**src/rtl/nor3_seq_pkg.sv**
```systemverilog
// Shared types and helpers for the NOR3 pattern sequencer: FSM states, pattern
// count and the golden NOR3 response.
package nor3_seq_pkg;

    typedef enum logic [1:0] {
        IDLE  = 2'd0,
        DRIVE = 2'd1,
        DONE  = 2'd2
    } state_e;

    localparam int NUM_PATTERNS = 8;
    localparam logic [2:0] LAST_PATTERN = 3'(NUM_PATTERNS - 1);

    function automatic logic nor3_expected(input logic [2:0] pattern);
        return ~|pattern;
    endfunction

endpackage

```
**src/rtl/dwell_timer.sv**
```systemverilog
// Counts the cycles a stimulus pattern is held; last marks the final cycle of
// each dwell, after which the count wraps back to zero.
module dwell_timer #(
    parameter int DWELL = 50
) (
    input  logic clk,
    input  logic reset,
    input  logic clear,
    input  logic enable,
    output logic last
);

    localparam int CW = $clog2(DWELL);
    localparam logic [CW-1:0] LAST_COUNT = CW'(DWELL - 1);

    logic [CW-1:0] count;

    always_ff @(posedge clk) begin
        if (reset || clear) begin
            count <= '0;
        end else if (enable) begin
            count <= last ? '0 : count + CW'(1);
        end
    end

    assign last = (count == LAST_COUNT);

endmodule

```
**src/rtl/nor3_pattern_sequencer.sv**
```systemverilog
// Drives A/B/C through all eight patterns, samples the NOR gate's D/E at the
// end of each dwell and accumulates per-pattern results and an error count.
module nor3_pattern_sequencer
    import nor3_seq_pkg::*;
#(
    parameter int DWELL = 50
) (
    input  logic        clk,
    input  logic        reset,
    input  logic        start,
    output logic        A,
    output logic        B,
    output logic        C,
    input  logic        D,
    input  logic        E,
    output logic        busy,
    output logic        done,
    output logic        pass,
    output logic [3:0]  err_count,
    output logic [15:0] results,
    output logic [1:0]  dbg_state
);

    // Handshake: start is a single-cycle request, accepted only when busy=0
    // (IDLE or DONE); busy covers exactly the 8*DWELL drive cycles, and done
    // rises on the edge busy falls and stays high until the next accepted start.

    state_e     state;
    logic [2:0] pattern;
    logic       dwell_last;
    logic       exp_bit;
    logic       mismatch;
    logic [3:0] err_next;

    dwell_timer #(
        .DWELL(DWELL)
    ) u_dwell_timer (
        .clk   (clk),
        .reset (reset),
        .clear (state != DRIVE),
        .enable(state == DRIVE),
        .last  (dwell_last)
    );

    assign exp_bit  = nor3_expected(pattern);
    assign mismatch = (D != exp_bit) || (E != exp_bit);
    assign err_next = err_count + {3'b000, mismatch};

    // pattern is held at zero outside DRIVE, so the stimulus pins rest at 000.
    assign {A, B, C} = pattern;
    assign dbg_state = state;

    always_ff @(posedge clk) begin
        if (reset) begin
            state     <= IDLE;
            pattern   <= 3'd0;
            busy      <= 1'b0;
            done      <= 1'b0;
            pass      <= 1'b0;
            err_count <= 4'd0;
            results   <= 16'd0;
        end else begin
            case (state)
                IDLE, DONE: begin
                    if (start) begin
                        state     <= DRIVE;
                        pattern   <= 3'd0;
                        busy      <= 1'b1;
                        done      <= 1'b0;
                        pass      <= 1'b0;
                        err_count <= 4'd0;
                        results   <= 16'd0;
                    end
                end
                DRIVE: begin
                    if (dwell_last) begin
                        results[{pattern, 1'b0} +: 2] <= {D, E};
                        err_count <= err_next;
                        if (pattern == LAST_PATTERN) begin
                            state   <= DONE;
                            pattern <= 3'd0;
                            busy    <= 1'b0;
                            done    <= 1'b1;
                            // Include the final pattern's verdict in pass.
                            pass    <= (err_next == 4'd0);
                        end else begin
                            pattern <= pattern + 3'd1;
                        end
                    end
                end
                default: begin
                    state   <= IDLE;
                    pattern <= 3'd0;
                    busy    <= 1'b0;
                    done    <= 1'b0;
                    pass    <= 1'b0;
                end
            endcase
        end
    end

endmodule

```
**config.mk**
```make
export PLATFORM = sky130hd
export DESIGN_NAME = nor3_pattern_sequencer
export DESIGN_NICKNAME = d
export VERILOG_FILES = /design/src/rtl/nor3_seq_pkg.sv /design/src/rtl/dwell_timer.sv /design/src/rtl/nor3_pattern_sequencer.sv
export SDC_FILE = /design/constraint.sdc
export NUM_CORES = 1
export LEC_CHECK = 0
export BUFFER_PORTS_ARGS = -buffer_cell sky130_fd_sc_hd__clkbuf_2
export CAP_MARGIN = 20
export CORE_MARGIN = 1
export CORE_UTILIZATION = 58
export CTS_CLUSTER_SIZE = 24
export DETAILED_ROUTE_END_ITERATION = 10
export PLACE_DENSITY_LB_ADDON = 0.1
export SKIP_LAST_GASP = 1
export SYNTH_ARGS = -nofsm -noshare
export SYNTH_HDL_FRONTEND = slang
export SYNTH_SLANG_ARGS = --single-unit
export TNS_END_PERCENT = 100
```
**constraint.sdc**
```tcl
create_clock -name clk -period 4.8 [get_ports clk]
set_clock_uncertainty 0.2 [all_clocks]
set_input_delay 0.24 -clock clk [delete_from_list [all_inputs] [get_ports clk]]
set_output_delay 0.24 -clock clk [all_outputs]
set_load 0.02 [all_outputs]
```
==> flow_summary.toml, run 1 <==
[global_route]
grt_pass1_wl_um = 6240
grtUsageTotal_pct = 26.0
grt_pass1_vias = 1429
antenna_found_initial = 0
overflow = 0
grt_max_degree = 30

[clock_tree]
root_buffer = "clkbuf_4"
numCtsBuffers = 5
clk_latency_ps = 360
cts_buffer_depth = 2
ctsHoldBuffers = 2
cts_tree = "done"
htreeDepth = 2
clk_pin_slew_ps = 90
clock_sinks = 33
ctsResizeCount = 0
post_cts_buffers = 0

[synth]
syn_avg_cell_area_um2 = 8.78
ys_seq_area_share_pct = 39.0
synth_nets = 212
synth.top_cell.area_share_pct = 39.0
ys_async_sr_fraction_pct = 0
synth_area_mm2 = 0.00170
synth_ff_type = "dfxtp_1"
synth_area_leaders = "dfxtp_1 39%, ha_1 10%, a21oi_1 6.2%, nand3_1 4.7%, o21ai_0 3.5%"
ys_ff_latch = 33
synthCells = 193
yosysWarnings = 0
yosys.area.top_type = "dfxtp_1"
synth_edf_count = 0
synth_cell_type_count = 40

[drt]
wl_per_cell_um = 14.5
ant_nets = 0
wirelength_um = 3750
drc_errors = 0
drt_iter0_drc = 80
route.vias.total = 1550
first_pass_iters = 4
vias_per_cell = 6.01

[finish]
nets = 245
syn2layout_area_growth_pct = 13.9
final_cell_mix = "33 x dfxtp_1, 32 x clkbuf_2, 21 x a21oi_1, 16 x nand3_1, 14 x ha_1"
nFillCells = 237
drive_gt1_share_pct = 19.4
layout_commonest_cell = "dfxtp_1"
diodes = 0
fin_cells = 258

[sta]
relSlewSlack_pct = 62.8
hold_viol_final = 0
rsz0062_at_grt = "no"
post-route-period-util_pct = 59.3
min_period_ps = 2850
tns_ps = 0
setup_violations = 0
slew_violations = 0
worst_slew_pin_slew_ps = 558
clock.fmax_mhz = 351

[power_and_ir_drop]
finalPower_uw = 465
cellLeakagePower_uw = 0.000796
peakVddDrop_mv = 0.226
p_per_area_mw_per_mm2 = 241

[worst_setup_path]
r2r_slack_ps = 1950
cp_common_cell = "ha_1"
critPathCapture = "pass"
cp.depth = 11
rr_endpoint = "pass"
critPathBufInv = 2
crit_start = "pattern[0]"
cp_slowest_cell = "dfxtp_1"
worstPathCellList = "inv_1 > ha_1 > ha_1 > inv_1 > ha_1 > nand2_1 > ha_1 > ha_1 > nor4b_1 > nand3_1 > a21oi_1"
path_delay_family = "adder cells"
critPathCaptureType = "flip-flop"
crit_type = "flip-flop to flip-flop"
critPathLaunchType = "flip-flop"
critical_path_peak_fanout = 11
rr_worst_depth = 11
crit_required_ps = 4880
cp_slowest_stage_delay_ps = 550
arrival_ps = 2920
timing.rr.start = "pattern[0]"

[placed_design]
gp_congestion = 0.799
port_buffers = 32
dp_hpwl_um = 2660
dp_cells = 248

[die]
io-pin-count = 33
die_h_um = 56.1
start_util_pct = 61.5
core_mm2 = 0.00276
fp.dieW_um = 56.1
num_rows = 19
dieArea_mm2 = 0.00314

[job]
max_cap_violations = 0

[outcome]
status = "finished clean"

[min_path]
hold_path_class = "input pin to flip-flop"
==> stage by stage <==
stage / hold WS [ps] / utilization (%) / instance area, um2 / worst slack (ps)
floorplan: 192 / - / 1700 / 2160
global placement: 250 / 67.3 / 1860 / 2170
detailed placement: 254 / 67.3 / 1860 / 1990
CTS: 67.2 / 70.1 / 1930 / 1980
global route: 102 / 70.1 / 1930 / 1760
finish: 75.2 / 70.1 / 1930 / 1950
==> Yosys cell counts, types with 3 or more instances <==
cell type / n
dfxtp_1: 33
a21oi_1: 21
nand3_1: 16
ha_1: 14
nor2_1: 13
o21ai_0: 12
inv_1: 11
nand2_1: 8
nand2b_1: 7
clkbuf_1: 4
nand4_1: 4
o22ai_1: 4
o32ai_1: 4
xor2_1: 4
nor2b_1: 3
nor3_1: 3
or3_1: 3
==> worst register-to-register path, delay by kind of cell, from the launching register on <==
family	cells	cell delay (ps)
adder cells (fa/ha/maj)	5	1090
flip-flops	1	550
AND/OR/NAND/NOR	3	520
buffers and inverters	2	240
AO/OA/AOI/OAI	1	170
==> flip-flops by register name, indices dropped and copies added (netlist names) <==
| signal | count |
|---|---|
| done | 1 |
| err_count | 4 |
| u_dwell_timer.count | 6 |
| results | 16 |
| dbg_state | 1 |
| pattern | 3 |
| busy | 1 |
| pass | 1 |
==> layout make-up <==
cell class | instances | area (um2) | area share (%)
clock buffers | 5 | 37.5 | 1.94
repair buffers | 34 | 180 | 9.33
well taps | 31 | 38.8 | 2.01
inverters | 11 | 41.3 | 2.14
clock inverters | 3 | 17.5 | 0.907
flip-flops and latches | 33 | 661 | 34.2
multi-input cells | 141 | 956 | 49.5
==> worst min-delay path by stage <==
stage / from / to / slack [ps] / cells after the start
after global routing: start / busy / 100 / 3
final: start / busy / 80 / 3
after global placement: u_dwell_timer.count[0] / u_dwell_timer.count[0] / 250 / 1
after detailed placement: u_dwell_timer.count[0] / u_dwell_timer.count[0] / 250 / 1
after floorplan: E / results[0] / 190 / 2
after CTS: start / busy / 70 / 3
==> metal layers <==
layer  wire, um  vias to the layer above  global-route usage (%)
li1           -                      767                       -
met4        113                        0                    19.2
met5          0                        -                       0
met2       1750                       56                    41.5
met1       1680                      715                    30.6
met3        212                       12                    5.35
==> logic make-up (layout without fill, tap and decap cells) <==
kind of cell	Yosys count	in the layout	synth area share, %
and+or+nand+nor	68	68	24.1
AOI/OAI and AO/OA	53	53	18.8
DFF	33	33	39.0
buffers and inverters	19	53	4.65
adders and majority gates	14	14	10.3
xor gates and xnor gates	6	6	3.10
==> where the power goes <==
part	total [uW]	internal, uW	switching, uW
Clock	155	55.1	100
Sequential	278	276	2.31
Combinational	31.9	9.85	22.1
Total	465	341	124
(Power assumes the default switching activity.)
==> run 2, diff against run 1 <==
--- a/config.mk
+++ b/config.mk
@@ -5,10 +5,11 @@
 export SDC_FILE = /design/constraint.sdc
 export NUM_CORES = 1
 export LEC_CHECK = 0
+export ABC_AREA = 1
 export BUFFER_PORTS_ARGS = -buffer_cell sky130_fd_sc_hd__clkbuf_2
 export CAP_MARGIN = 20
 export CORE_MARGIN = 1
-export CORE_UTILIZATION = 58
+export CORE_UTILIZATION = 49
 export CTS_CLUSTER_SIZE = 24
 export DETAILED_ROUTE_END_ITERATION = 10
 export PLACE_DENSITY_LB_ADDON = 0.1
==> constraint.sdc (replaced) <==
create_clock -name clk -period 2.6 [get_ports clk]
set_clock_uncertainty 0.2 [all_clocks]
set_input_delay 0.13 -clock clk [delete_from_list [all_inputs] [get_ports clk]]
set_output_delay 0.13 -clock clk [all_outputs]
set_load 0.02 [all_outputs]
==> flow_summary.toml, run 2 <==
[finish]
nFillCells = 330
diodes = 0
final_cell_mix = "59 x nand2_1, 37 x nand3_1, 32 x clkbuf_2, 31 x dfxtp_1, 23 x a21oi_1"
syn2layout_area_growth_pct = 20.5
nets = 293
layout_commonest_cell = "nand2_1"
regMostFlops = "results"
stdcell_area_mm2 = 0.00210
fin_cells = 321
largest_register_ff_count = 16
top_regs = "results x16, u_dwell_timer.count x6, err_count x4"
drive_gt1_share_pct = 22.9

[clock_tree]
clock_sinks = 33
clk_pin_slew_ps = 110
cts_tree = "done"
cts_buffer_depth = 2
numCtsBuffers = 5
post_cts_buffers = 0
htreeDepth = 2
clk_latency_ps = 340
root_buffer = "clkbuf_4"

[synth]
synth_cell_type_count = 25
synth_ff_type = "dfxtp_1"
synth.top_cell.area_share_pct = 37.9
ys_async_sr_fraction_pct = 0
yosysWarnings = 0
synth_edf_count = 0
synth_nets = 256
ys_ff_latch = 33
synth_area_leaders = "dfxtp_1 38%, nand2_1 13%, nand3_1 11%, ha_1 10%, a21oi_1 6.6%"
ys_seq_area_share_pct = 37.9
synthTopCellsByCount = "59 x nand2_1, 37 x nand3_1, 33 x dfxtp_1"
synth_most_common_cell = "nand2_1"
synth_area_mm2 = 0.00174
synthCells = 237
yosys.area.top_type = "dfxtp_1"
syn_avg_cell_area_um2 = 7.35

[drt]
ant_nets = 0
vias_per_cell = 4.97
drc_errors = 0
first_pass_iters = 4
route.vias.total = 1594
wirelength_um = 3760
drt_iter0_drc = 46
wl_per_cell_um = 11.7

[sta]
worst_slew_pin_slew_ps = 622
hold_viol_final = 0
clock.fmax_mhz = 410
tns_ps = 0
post-route-period-util_pct = 93.9
setup_violations = 0
slew_violations = 0
relSlewSlack_pct = 58.5
setup_slack_ps = 159
rsz0062_at_grt = "no"
min_period_ps = 2440

[placed_design]
dp_slack_ps = 37.5
placed_area_mm2 = 0.00193
dp_cells = 311
gp_congestion = 0.839
dp_hpwl_um = 2730
port_buffers = 32

[worst_setup_path]
crit_type = "flip-flop to flip-flop"
cp.depth = 12
rr_endpoint = "pass"
r2r_slack_ps = 160
cp_common_cell = "ha_4"
cp_slowest_stage_delay_ps = 360
timing.rr.start = "pattern[0]"
critPathCapture = "pass"
cp_slowest_cell = "dfxtp_4"
critPathLaunchType = "flip-flop"
crit_start = "pattern[0]"
critPathCaptureType = "flip-flop"
worstPathCellList = "inv_1 > ha_2 > ha_4 > inv_1 > ha_1 > nand2_1 > ha_4 > ha_4 > nor3_4 > nand2_1 > or2_2 > o21ai_1"
rr_worst_depth = 12
path_delay_family = "adder cells"
critical_path_peak_fanout = 2
arrival_ps = 2520
crit_required_ps = 2680
critPathBufInv = 2

[die]
io-pin-count = 33
start_util_pct = 51.8
core_mm2 = 0.00336
die_h_um = 61.6
dieArea_mm2 = 0.00380
num_rows = 21
fp.dieW_um = 61.6

[global_route]
grtUsageTotal_pct = 22.0
overflow = 0
grt_pass1_vias = 1411
grt_pass1_wl_um = 6020
antenna_found_initial = 0
grt_max_degree = 28

[min_path]
hold_path_class = "input pin to flip-flop"

[power_and_ir_drop]
peakVddDrop_mv = 0.383
cellLeakagePower_uw = 0.000922
p_per_area_mw_per_mm2 = 524

[job]
max_cap_violations = 0

[outcome]
status = "finished clean"
==> run 2: per-layer routing <==
layer	up-vias	part of all wire [%]	wire length (um)	global-route usage, %
li1	839	-	-	-
met1	707	48	1810	27.6
met5	-	0	0	0
met2	39	45	1680	36.3
met4	0	2.3	88	9.84
met3	9	4.9	183	4.62
==> run 2: repair_timing <==
item	in CTS	in global routing
endpoints found under the hold margin	2	0
hold buffers	2	0
resized for setup	2	7
setup endpoints to repair	1	1
==> run 2: power by group <==
part	leakage, uW	internal [uW]	switching, uW
clock network	0.0000534	259	186
registers	0.000268	511	4.49
logic	0.000600	46.0	94.6
total	0.000922	816	285
==> run 2: worst reg2reg max path, cell delays in order, from the launching register on <==
cell and delay [ps]:
dfxtp_4 360, inv_1 60, ha_2 200, ha_4 130
inv_1 50, ha_1 260, nand2_1 80, ha_4 180
ha_4 220, nor3_4 170, nand2_1 70, or2_2 290
o21ai_1 100
==> run 2: area by class of cell <==
cell class / instances / area [um2] / area share [%]
Inverter: 24 / 90.1 / 4.29
Clock inverter: 2 / 35.0 / 1.67
Multi-Input combinational cell: 173 / 986 / 47.0
Tap cell: 46 / 57.6 / 2.74
Sequential cell: 33 / 666 / 31.7
Timing Repair Buffer: 37 / 203 / 9.65
Clock buffer: 6 / 62.6 / 2.98
==> run 2: through the flow <==
step | hold WS (ps) | util [%] | power, uW
after detailed placement | 233 | 57.4 | 657
after global placement | 228 | 57.4 | 655
final | 46.8 | 62.4 | 1100
after CTS | 38.1 | 61.4 | 1100
after global routing | 112 | 62.4 | 1150
after floorplan | 95.4 | - | 632
==> run 2: worst min path at each step <==
stage / from / end / slack [ps] / depth (start not counted)
after detailed placement: E / results[0] / 230 / 3
after global routing: start / pattern[1] / 110 / 4
after global placement: E / results[0] / 230 / 3
after floorplan: E / results[0] / 100 / 2
final: start / pattern[1] / 50 / 4
after CTS: start / pattern[1] / 40 / 4
==> run 2: logic make-up (layout without fill, tap and decap cells) <==
| logic type | count (synthesis) | after routing | synth area share (%) |
|---|---|---|---|
| and+or+nand+nor | 128 | 128 | 33.2 |
| xor gates and xnor gates | 5 | 5 | 2.51 |
| buffers and inverters | 31 | 69 | 8.47 |
| DFF | 33 | 33 | 37.9 |
| AOI/OAI and AO/OA | 26 | 26 | 7.90 |
| adders and majority gates | 14 | 14 | 10.1 |
==> run 3, diff against run 2 <==
--- a/config.mk
+++ b/config.mk
@@ -8,8 +8,10 @@
 export ABC_AREA = 1
 export BUFFER_PORTS_ARGS = -buffer_cell sky130_fd_sc_hd__clkbuf_2
 export CAP_MARGIN = 20
+export CELL_PAD_IN_SITES_DETAIL_PLACEMENT = 0
+export CELL_PAD_IN_SITES_GLOBAL_PLACEMENT = 1
 export CORE_MARGIN = 1
-export CORE_UTILIZATION = 49
+export CORE_UTILIZATION = 35
 export CTS_CLUSTER_SIZE = 24
 export DETAILED_ROUTE_END_ITERATION = 10
 export PLACE_DENSITY_LB_ADDON = 0.1
==> flow_summary.toml, run 3 (synthesis results as in run 2) <==
[outcome]
status = "finished clean"

[drt]
route.vias.total = 1586
wl_per_cell_um = 12.0
vias_per_cell = 4.64
drt_iter0_drc = 66
drc_errors = 0
ant_nets = 0
first_pass_iters = 4
wirelength_um = 4120

[finish]
nets = 293
largest_register_ff_count = 16
final_cell_mix = "59 x nand2_1, 37 x nand3_1, 32 x clkbuf_2, 31 x dfxtp_1, 23 x a21oi_1"
drive_gt1_share_pct = 22.5
diodes = 0
syn2layout_area_growth_pct = 21.6
regMostFlops = "results"
top_regs = "results x16, u_dwell_timer.count x6, err_count x4"
layout_commonest_cell = "nand2_1"
utilization_pct = 44.6

[die]
core_mm2 = 0.00475
io-pin-count = 33
fp.dieW_um = 72.6
start_util_pct = 36.7
num_rows = 25
die_h_um = 72.6
dieArea_mm2 = 0.00527

[clock_tree]
clk_latency_ps = 280
numCtsBuffers = 5
clock_sinks = 33
clk_pin_slew_ps = 70
cts_tree = "done"
htreeDepth = 2
cts_buffer_depth = 2
post_cts_buffers = 0
root_buffer = "clkbuf_8"

[sta]
slew_violations = 0
hold_viol_final = 0
relSlewSlack_pct = 59.3
clock.fmax_mhz = 402
tns_ps = 0
setup_violations = 0
min_period_ps = 2490
worst_slew_pin_slew_ps = 610
setup_slack_ps = 113
post-route-period-util_pct = 95.6

[global_route]
grt_pass1_wl_um = 6850
met3_usage_pct = 3.47
overflow = 0
grt_pass1_vias = 1468
antenna_found_initial = 0
grt_max_degree = 28
grtUsageTotal_pct = 17.2
use_met1_pct = 22.4
use_met2_pct = 28.1
grt_busiest_layer = "met2"

[worst_setup_path]
critPathLaunchType = "flip-flop"
worstPathCellList = "inv_1 > ha_2 > ha_2 > inv_1 > ha_1 > nand2_1 > ha_1 > ha_4 > nor3_2 > nand2_1 > or2_2 > o21ai_2"
cp_slowest_cell = "dfxtp_4"
critPathCaptureType = "flip-flop"
crit_start = "pattern[0]"
crit_required_ps = 2620
arrival_ps = 2510
crit_type = "flip-flop to flip-flop"
timing.rr.start = "pattern[0]"
critical_path_peak_fanout = 2
cp_slowest_stage_delay_ps = 340

[power_and_ir_drop]
peakVddDrop_mv = 0.244
cellLeakagePower_uw = 0.000927
p_per_area_mw_per_mm2 = 547

[min_path]
hold_path_class = "input pin to flip-flop"
holdCritStartpoint = "start"

[placed_design]
dp_hpwl_um = 3070
port_buffers = 32
dp_slack_ps = 88.9
gp_congestion = 0.780

[job]
max_cap_violations = 0
-- run 3: changes by cell type in the layout (fill, tap and decap cells not counted), sizes merged --
cell    previous run  this run
clkbuf            38        39
clkinv             1         0
-- run 3: power by group --
group          internal (uW)  switching [uW]
sequential               511            4.22
combinational           42.4            94.3
clock                    313             195
total                    866             293
-- run 3: path summary, 6_finish.rpt --
path / slack [ps] / to / cells past startpoint
worst min-delay path: 100 / pattern[0] / 4
worst max register to register: 110 / pass / 12
worst max-delay path: 110 / pass / 12
worst min register to register: 260 / results[11] / 2
-- run 3: critical path: cells and delay by family, from the launching register on --
family / cells / cell delay [ps]
flip-flops: 1 / 340
AND/OR/NAND/NOR: 4 / 590
buffers and inverters: 2 / 120
AO/OA/AOI/OAI: 1 / 110
adder cells (fa/ha/maj): 5 / 1060
-- run 3: through the flow --
step / cells / instance area, um2 / total power, uW / hold slack [ps]
after floorplan: 237 / 1750 / 632 / 95.4
after global placement: 332 / 1960 / 660 / 246
after detailed placement: 332 / 1960 / 660 / 245
after CTS: 342 / 2090 / 1170 / 106
after global routing: 342 / 2120 / 1210 / 185
final: 342 / 2120 / 1160 / 102
-- run 3: final cells by class --
type / count / area [um2]
Fill cell: 532 / 2640
Multi-Input combinational cell: 173 / 961
Clock buffer: 7 / 86.3
Clock inverter: 1 / 30.0
Timing Repair Buffer: 37 / 203
Tap cell: 67 / 83.8
Inverter: 24 / 90.1
Sequential cell: 33 / 666
-- run 3: what timing repair did --
item | CTS | global route
setup endpoints to repair | 0 | 1
hold buffers | 2 | 0
gates resized for setup | 0 | 6
hold endpoints to repair | 2 | 0
-- run 3: layer usage --
layer | up-vias | share of wire [%]
li1 | 837 | -
met1 | 722 | 50
met2 | 21 | 46
met3 | 6 | 2.7
met4 | 0 | 1.7
met5 | - | 0
